[src/rtl/cpu_pkg.sv]
`default_nettype none
// ============================================================================
// Module      : cpu_pkg
// Description : Shared CPU types and constants for fetch/decode/execute.
// Revision    : 1.0 - initial release
// ============================================================================
package cpu_pkg;

    localparam int unsigned c_addr_w    = 32;
    localparam logic [31:0] c_reset_vec = 32'h0000_0000;

    typedef enum logic [0:0] {
        BOOT = 1'b0,
        RUN  = 1'b1
    } pc_state_e;

endpackage : cpu_pkg
`default_nettype wire

[src/rtl/pc_redirect_arb.sv]
`default_nettype none
// ============================================================================
// Module      : pc_redirect_arb
// Description : Fixed-priority trap/jump redirect selection with STEP masking.
// Revision    : 1.0 - initial release
// ============================================================================
module pc_redirect_arb
    import cpu_pkg::*;
#(
    parameter int unsigned     ADDR_W = c_addr_w,
    parameter longint unsigned STEP   = 4
) (
    input  logic              trap_en_i,
    input  logic [ADDR_W-1:0] trap_addr_i,
    input  logic              jump_en_i,
    input  logic [ADDR_W-1:0] jump_addr_i,
    output logic              redirect_en_o,
    output logic [ADDR_W-1:0] target_o,
    output logic              misaligned_o
);

    // Offset bits below the fetch granule; all-zero when STEP is 1.
    localparam logic [ADDR_W-1:0] c_low_mask = ADDR_W'(STEP - 64'd1);

    logic [ADDR_W-1:0] w_sel_addr;

    always_comb begin
        w_sel_addr = jump_addr_i;
        if (trap_en_i) begin
            w_sel_addr = trap_addr_i;
        end
    end

    assign redirect_en_o = trap_en_i | jump_en_i;
    assign target_o      = w_sel_addr & ~c_low_mask;
    assign misaligned_o  = redirect_en_o & (|(w_sel_addr & c_low_mask));

endmodule : pc_redirect_arb
`default_nettype wire

[src/rtl/pc_gen.sv]
`default_nettype none
// ============================================================================
// Module      : pc_gen
// Description : Fetch-stage program counter with boot delay, redirects,
//               flush/misalign pulses and an accepted-fetch counter.
// Revision    : 1.0 - initial release
// ============================================================================
module pc_gen
    import cpu_pkg::*;
#(
    parameter int unsigned       ADDR_W      = c_addr_w,
    parameter logic [ADDR_W-1:0] RESET_VEC   = ADDR_W'(c_reset_vec),
    parameter longint unsigned   STEP        = 4,
    parameter int unsigned       BOOT_CYCLES = 1,
    parameter int unsigned       CNT_W       = 32
) (
    input  logic              clk,
    input  logic              rst,
    input  logic              trap_en_i,
    input  logic [ADDR_W-1:0] trap_addr_i,
    input  logic              jump_en_i,
    input  logic [ADDR_W-1:0] jump_addr_i,
    input  logic              hold_flag_i,
    input  logic              fetch_ready_i,
    output logic [ADDR_W-1:0] pc_o,
    output logic              fetch_valid_o,
    output logic              flush_o,
    output logic              misalign_o,
    output logic [CNT_W-1:0]  fetch_cnt_o
);

    localparam pc_state_e         c_state_rst = (BOOT_CYCLES == 0) ? RUN : BOOT;
    localparam logic [ADDR_W-1:0] c_step      = ADDR_W'(STEP);

    pc_state_e         r_state;
    pc_state_e         w_state_next;
    logic              w_boot_done;
    logic              w_fire;
    logic              w_redirect_en;
    logic [ADDR_W-1:0] w_target;
    logic              w_misaligned;
    logic [ADDR_W-1:0] r_pc;
    logic              r_flush;
    logic              r_misalign;
    logic [CNT_W-1:0]  r_fetch_cnt;

    pc_redirect_arb #(
        .ADDR_W (ADDR_W),
        .STEP   (STEP)
    ) u_redirect_arb (
        .trap_en_i     (trap_en_i),
        .trap_addr_i   (trap_addr_i),
        .jump_en_i     (jump_en_i),
        .jump_addr_i   (jump_addr_i),
        .redirect_en_o (w_redirect_en),
        .target_o      (w_target),
        .misaligned_o  (w_misaligned)
    );

    // Boot delay counter; counts only while in BOOT and is unaffected by redirects.
    generate
        if (BOOT_CYCLES > 0) begin : g_boot_cnt
            localparam int unsigned c_bw = (BOOT_CYCLES > 1) ? $clog2(BOOT_CYCLES) : 1;
            logic [c_bw-1:0] r_boot_cnt;

            always_ff @(posedge clk) begin
                if (rst) begin
                    r_boot_cnt <= '0;
                end else if (r_state == BOOT && !w_boot_done) begin
                    r_boot_cnt <= r_boot_cnt + 1'b1;
                end
            end

            assign w_boot_done = (r_boot_cnt == c_bw'(BOOT_CYCLES - 1));
        end else begin : g_no_boot
            assign w_boot_done = 1'b1;
        end
    endgenerate

    always_ff @(posedge clk) begin
        if (rst) begin
            r_state <= c_state_rst;
        end else begin
            r_state <= w_state_next;
        end
    end

    always_comb begin
        w_state_next = r_state;
        case (r_state)
            BOOT:    if (w_boot_done) w_state_next = RUN;
            RUN:     w_state_next = RUN;
            default: w_state_next = c_state_rst;
        endcase
    end

    assign fetch_valid_o = (r_state == RUN) && !hold_flag_i;
    assign w_fire        = fetch_valid_o && fetch_ready_i;

    // A redirect wins over sequential advance; the accepted address is dropped via flush.
    always_ff @(posedge clk) begin
        if (rst) begin
            r_pc        <= RESET_VEC;
            r_flush     <= 1'b0;
            r_misalign  <= 1'b0;
            r_fetch_cnt <= '0;
        end else begin
            if (w_redirect_en) begin
                r_pc <= w_target;
            end else if (w_fire) begin
                r_pc <= r_pc + c_step;
            end
            r_flush    <= w_redirect_en;
            r_misalign <= w_misaligned;
            if (w_fire) begin
                r_fetch_cnt <= r_fetch_cnt + 1'b1;
            end
        end
    end

    assign pc_o        = r_pc;
    assign flush_o     = r_flush;
    assign misalign_o  = r_misalign;
    assign fetch_cnt_o = r_fetch_cnt;

endmodule : pc_gen
`default_nettype wire

[config.mk]
export PLATFORM = sky130hd
export DESIGN_NAME = pc_gen
export DESIGN_NICKNAME = d
export VERILOG_FILES = /design/src/rtl/cpu_pkg.sv /design/src/rtl/pc_redirect_arb.sv /design/src/rtl/pc_gen.sv
export SDC_FILE = /design/constraint.sdc
export NUM_CORES = 1
export LEC_CHECK = 0
export BUFFER_PORTS_ARGS = -buffer_cell sky130_fd_sc_hd__buf_4
export CORE_UTILIZATION = 49
export DETAILED_ROUTE_END_ITERATION = 8
export GPL_TIMING_DRIVEN = 0
export HOLD_SLACK_MARGIN = 0.03
export PLACE_DENSITY = 0.78
export SYNTH_ARGS = -nofsm -noshare
export SYNTH_HDL_FRONTEND = slang
export SYNTH_SLANG_ARGS = --single-unit
[constraint.sdc]
create_clock -name clk -period 2.5 [get_ports clk]
set_input_delay 0.5 -clock clk [delete_from_list [all_inputs] [get_ports clk]]
set_output_delay 0.5 -clock clk [all_outputs]
set_load 0.02 [all_outputs]
## After elaboration in Yosys (flattened, before gate mapping)

Cells that the tools add are included.

- Flip-flop bits (word level): 68
- Bits of input ports: 70
- Word-level logic and storage cells: 25

- Add/subtract/negate cells: 3
- Mux-type cells: 5
- Bitwise operators: 3
- Reduce and logical (&&, ||, !) cells: 7

Operators with widths:

| cell | number |
|---|---|
| $mux W32 | 3 |
| $add A32 B1 Y32 const B | 1 |
| $add A32 B3 Y32 const B | 1 |
| $reduce_or A2 Y1 | 2 |
| $logic_and A1 B1 Y1 | 3 |
| $pmux W1 S2 | 1 |
| $reduce_bool A2 Y1 | 1 |
| $add A1 B1 Y1 const B | 1 |
| $and A1 B1 Y1 | 1 |
| $logic_not A1 Y1 | 1 |
| $mux W1 | 1 |
| $not A1 Y1 | 1 |
| $or A1 B1 Y1 | 1 |

## Depth between registers and ports, before layout

- Word-level depth: 5
- Mapped depth: 8
- Depth with buffers taken out: 6

## Hierarchy

A second synthesis with hierarchy kept.

- Cells, all modules: 459
- Area, all modules: 4146.5 um^2

By module, submodules not included:

| module | instances | cells an instance | area an instance (um^2) | seq. area each (um^2) |
|---|---|---|---|---|
| pc_gen | 1 | 418 | 3601.0 | 1361.3 |
| pc_redirect_arb | 1 | 41 | 545.5 | 0.0 |

## Worst setup path after synthesis

Ideal clock, no wire load.

- Path kind: register to register
- Start: register r_pc[2] (netlist: pc_o[2])
- End: register r_pc[30] (netlist: pc_o[30])
- Library setup time: 86 ps
- Data arrival time: 2084 ps
- Required time: 2414 ps
- Slack: 331 ps
- Stages on the path, launching flop included: 8
- Cells stage by stage: dfxtp_1 -> ha_1 -> and3_1 -> buf_2 -> nand4_1 -> or3_1 -> or4_1 -> a211oi_1

- Word-level cells in the longest chain between the ends: 3

RTL lines:

| what | line | source |
|---|---|---|
| start: declaration | pc_gen.sv:42 | `logic [ADDR_W-1:0] r_pc;` |
| start signal: assignment | pc_gen.sv:109 | `r_pc <= w_target;` |
| start signal: assignment | pc_gen.sv:111 | `r_pc <= r_pc + c_step;` |
| $add A32 B3 Y32 | pc_gen.sv:111 |  |
| $mux W32 | pc_gen.sv:110 | `end else if (w_fire) begin` |
| $mux W32 | pc_gen.sv:108 | `if (w_redirect_en) begin` |

No other way between the ends. The select of a mux whose other input is x is not followed.
A chain may end at the register's enable or synchronous reset.

## Final worst setup path

- Start: input port jump_en_i
- End: register r_pc[28] (netlist: pc_o[28])

- Word-level cells in the longest chain between the ends: 2
- Elaborated cells on any way between the ends: 3
- Those cells by class: 1 x mux; 1 x bitwise; 1 x reduce/logical

RTL lines:

| what | line | source |
|---|---|---|
| start: declaration | pc_gen.sv:21 | `input logic jump_en_i,` |
| $or A1 B1 Y1 (*) | pc_redirect_arb.sv:34 | `assign redirect_en_o = trap_en_i \| jump_en_i;` |
| $mux W32 or $reduce_bool A2 Y1 (tied branches) | n/a |  |

Mark *: on every way between the ends. The rest lies on a longest branch, timed or not.

==> results.md <==
* Worst IR Drop VDD at 0.0003398 V
* Mux cell area share after synthesis at 0.2779%
* Adder-cell share of the synthesized area at 0.6947%
* Worst EP arrival at 2660 ps
* Placed cells at roughly 680
* DRT Pass-1 Iters at 5
* Via Count at approximately 4200
* Crit path kind: in2reg
* Worst Tran Pin Value at 807.7 ps
* Final hold viol count at 0
* # diodes at 0
* Routed wire per std cell at 16.71 um
* H-tree Lvls at 3
* Endpoints failing setup at 0
* IO Port Bufs at 132
* Cell count after synthesis at 449
* Io pins at 137
* Grt ovf at 0
* Post-synthesis compound-gate area fraction at 20.88%
* Share of layout cells above drive strength 1 at 26.42%
* Skew final at 11.55 ps
* Cts hold-fix bufs at 0
* Avg Inst Size Synth at roughly 8.0 um^2
* # Max-Cap Violations at 0
* Initial antenna violation count at 0
* Core Box Area at 6944 um^2
* Synth warnings at 0
* DRC at 0
* Syn Std Cell Area at 3602 um^2
* Main synth FF type: dfxtp_1
* Filler cell count at 593
* Sink Count at 66
* Period utilization at 95.43%
* Starting DRT DRC Count at 424
* Largest net degree at the start of global routing at 12
* Number of flops mapped to enable cells by yosys at 0
* Largest family of logic cells by synthesized area: simple AND/OR/NAND/NOR gates
* Final Slew Violations at 0
* Worst Reg-to-Reg Cells at 7
* Startpoint types: input pin
* Clock transition at the registers of the reported paths at 70 ps
* Hold Crit Class: in2reg
* Number of post-CTS setup repair buffers at 0
* Fin Setup TNS at 0 ps
* Initial Utilization at 51.87%
* Unrepaired setup endpoints after global routing: false
* Static leakage at 1.920 nW
* CTS tree: yes
* Final Critical Period at around 2400 ps
* Final Power at 2.514 mW
* Final Cell Area at about 4900 um^2
* Vias in the first global route at 3700
* Sequential cell area at 1321 um^2
* Die area at 7698 um^2
* Die width at 87.74 um
* Netlist cell types at 52
* Via-per-instance ratio at 5.980
* Fmax achieved at 0.4192 GHz
* Ys async rst share at 0%
* Pwr Density at 510.1 nW/um^2
* Simple-gate share of the synthesized area at 28.55%
* Dpl cell area at 4717 um^2
* Global-route wire length before repair at 18140 um
* CTS buffer count at 9
* XOR/XNOR Fraction of Synth Area at 8.267%
* Result of the run: finished clean
* Crit-path max FO at 10
* Critical Path Sink Type: flop
* Layout Cells excl Fill at approximately 700
* Final ANT Viol Nets at 0
* Seq cells post-synth at 66
* Insertion delay to the later sink of the worst-skew pair at between 300 and 400 ps
* Hold Crit Depth at 2
* Area of the multi-input gates at 2121 um^2
* Worst path required time at approximately 2800 ps
* Row Count at 30
* CTS max path bufs at 2
* DP HPWL at between 8000 and 9000 um
* Hold slack at 392.3 ps
* Gpl congestion at around 0.89
* Die Height at 87.74 um
* Post-CTS sizing at 0
* Reg-to-reg slack, setup at 200 ps
* Post-synthesis sequential area ratio at 36.68%
* All-Layer GR Usage at 30.59%
* Final WL at between 10000 and 15000 um
* Worst slew margin at 45.95%
* CTS root buffer: clkbuf_8
* Nets at about 670
* Area grow syn2layout at 36.78%
[per-stage QoR]
step / util (%) / setup slack [ps]
final: 70.96 / 114.2
after detailed placement: 67.93 / -151.7
after floorplan: - / 330.9
after CTS: 70.96 / 206.7
after global routing: 70.96 / 27.60
after global placement: 67.93 / -120.8
[where the power goes]
group / leakage (nW) / switching (mW) / internal [mW] / total [mW]
Sequential: 0.538 / 0.0504 / 1.09 / 1.14
Combinational: 1.27 / 0.203 / 0.187 / 0.391
Clock: 0.107 / 0.425 / 0.561 / 0.986
[cells in the final DEF (no fill, tap or decap), types with 17 or more instances in the layout]
cell	netlist	layout
nand3_1	21	21
nor3_1	20	20
dfxtp_1	66	66
nor2_1	44	44
clkbuf_1	23	25
a21oi_1	20	20
buf_4	2	134
o21ai_0	17	17
xnor2_1	19	19
nand4_1	21	21
a22oi_1	19	19
nand2_1	38	38
[per-layer routing]
layer  part of all wire (%)  GRT usage (%)
met5                      0              0
met4                    1.9          13.56
met3                     11          6.409
met2                     45          46.37
met1                     43          41.87
[worst max-delay path: stages]
cell and delay [ps]:
buf_4 80, clkbuf_1 410, nor2b_1 280, clkbuf_1 490
clkbuf_1 530, a22oi_1 180, o22ai_1 190
[synthesized netlist by cell type (2+ instances only)]
cell	n	share of area [%]
a2111oi_0	2	0.49
a211oi_1	11	2.3
a21oi_1	20	2.8
a221o_1	4	1.1
a222oi_1	5	1.4
a22oi_1	19	4.0
and2_1	6	1.0
and3_1	7	1.2
and4_1	10	2.4
buf_2	5	0.69
buf_4	2	0.42
clkbuf_1	23	2.4
dfxtp_1	66	37
ha_1	2	0.69
inv_1	8	0.83
nand2_1	38	4.0
nand3_1	21	2.9
nand4_1	21	3.6
nor2_1	44	4.6
nor2b_1	2	0.35
nor3_1	20	2.8
nor4_1	13	2.3
o21a_1	2	0.42
o21ai_0	17	2.4
o221ai_1	2	0.49
o22ai_1	9	1.6
o311a_1	2	0.56
o31a_1	4	0.97
o31ai_1	3	0.63
or2_2	2	0.35
or3_1	4	0.69
or4_1	3	0.63
xnor2_1	19	4.6
xor2_1	15	3.6
[cells by family after synthesis]
family,after synthesis
mux,1
fa+ha+maj,2
flops,66
buf+inv,40
simple gates,197
other cells,1
xor+xnor,34
compound gates,108
[sequential cells by signal, indices dropped and copies added, names as in the netlist]
| signal | count |
|---|---|
| fetch_cnt_o | 32 |
| misalign_o | 1 |
| g_boot_cnt.r_boot_cnt | 1 |
| flush_o | 1 |
| pc_o | 30 |
| r_state | 1 |
[final timing paths]
path,startpoint,endpoint
max,jump_en_i,pc_o[28]$_SDFFE_PP0P_
min,trap_addr_i[1],misalign_o$_SDFF_PP0_
max reg2reg,pc_o[2]$_SDFFE_PP0P_,pc_o[30]$_SDFFE_PP0P_
min reg2reg,g_boot_cnt.r_boot_cnt$_SDFFE_PP0P_,r_state$_SDFF_PP0_
[cell type report]
type | count | share of cell area, %
clock buffer | 11 | 2.666
multi-input combinational | 344 | 43.04
timing repair buffer | 132 | 20.11
clock inverter | 5 | 1.600
inverter | 9 | 0.6856
buffer | 31 | 2.641
sequential | 66 | 26.82
tap | 96 | 2.438
Note: power is estimated with default switching activity, not from simulation.
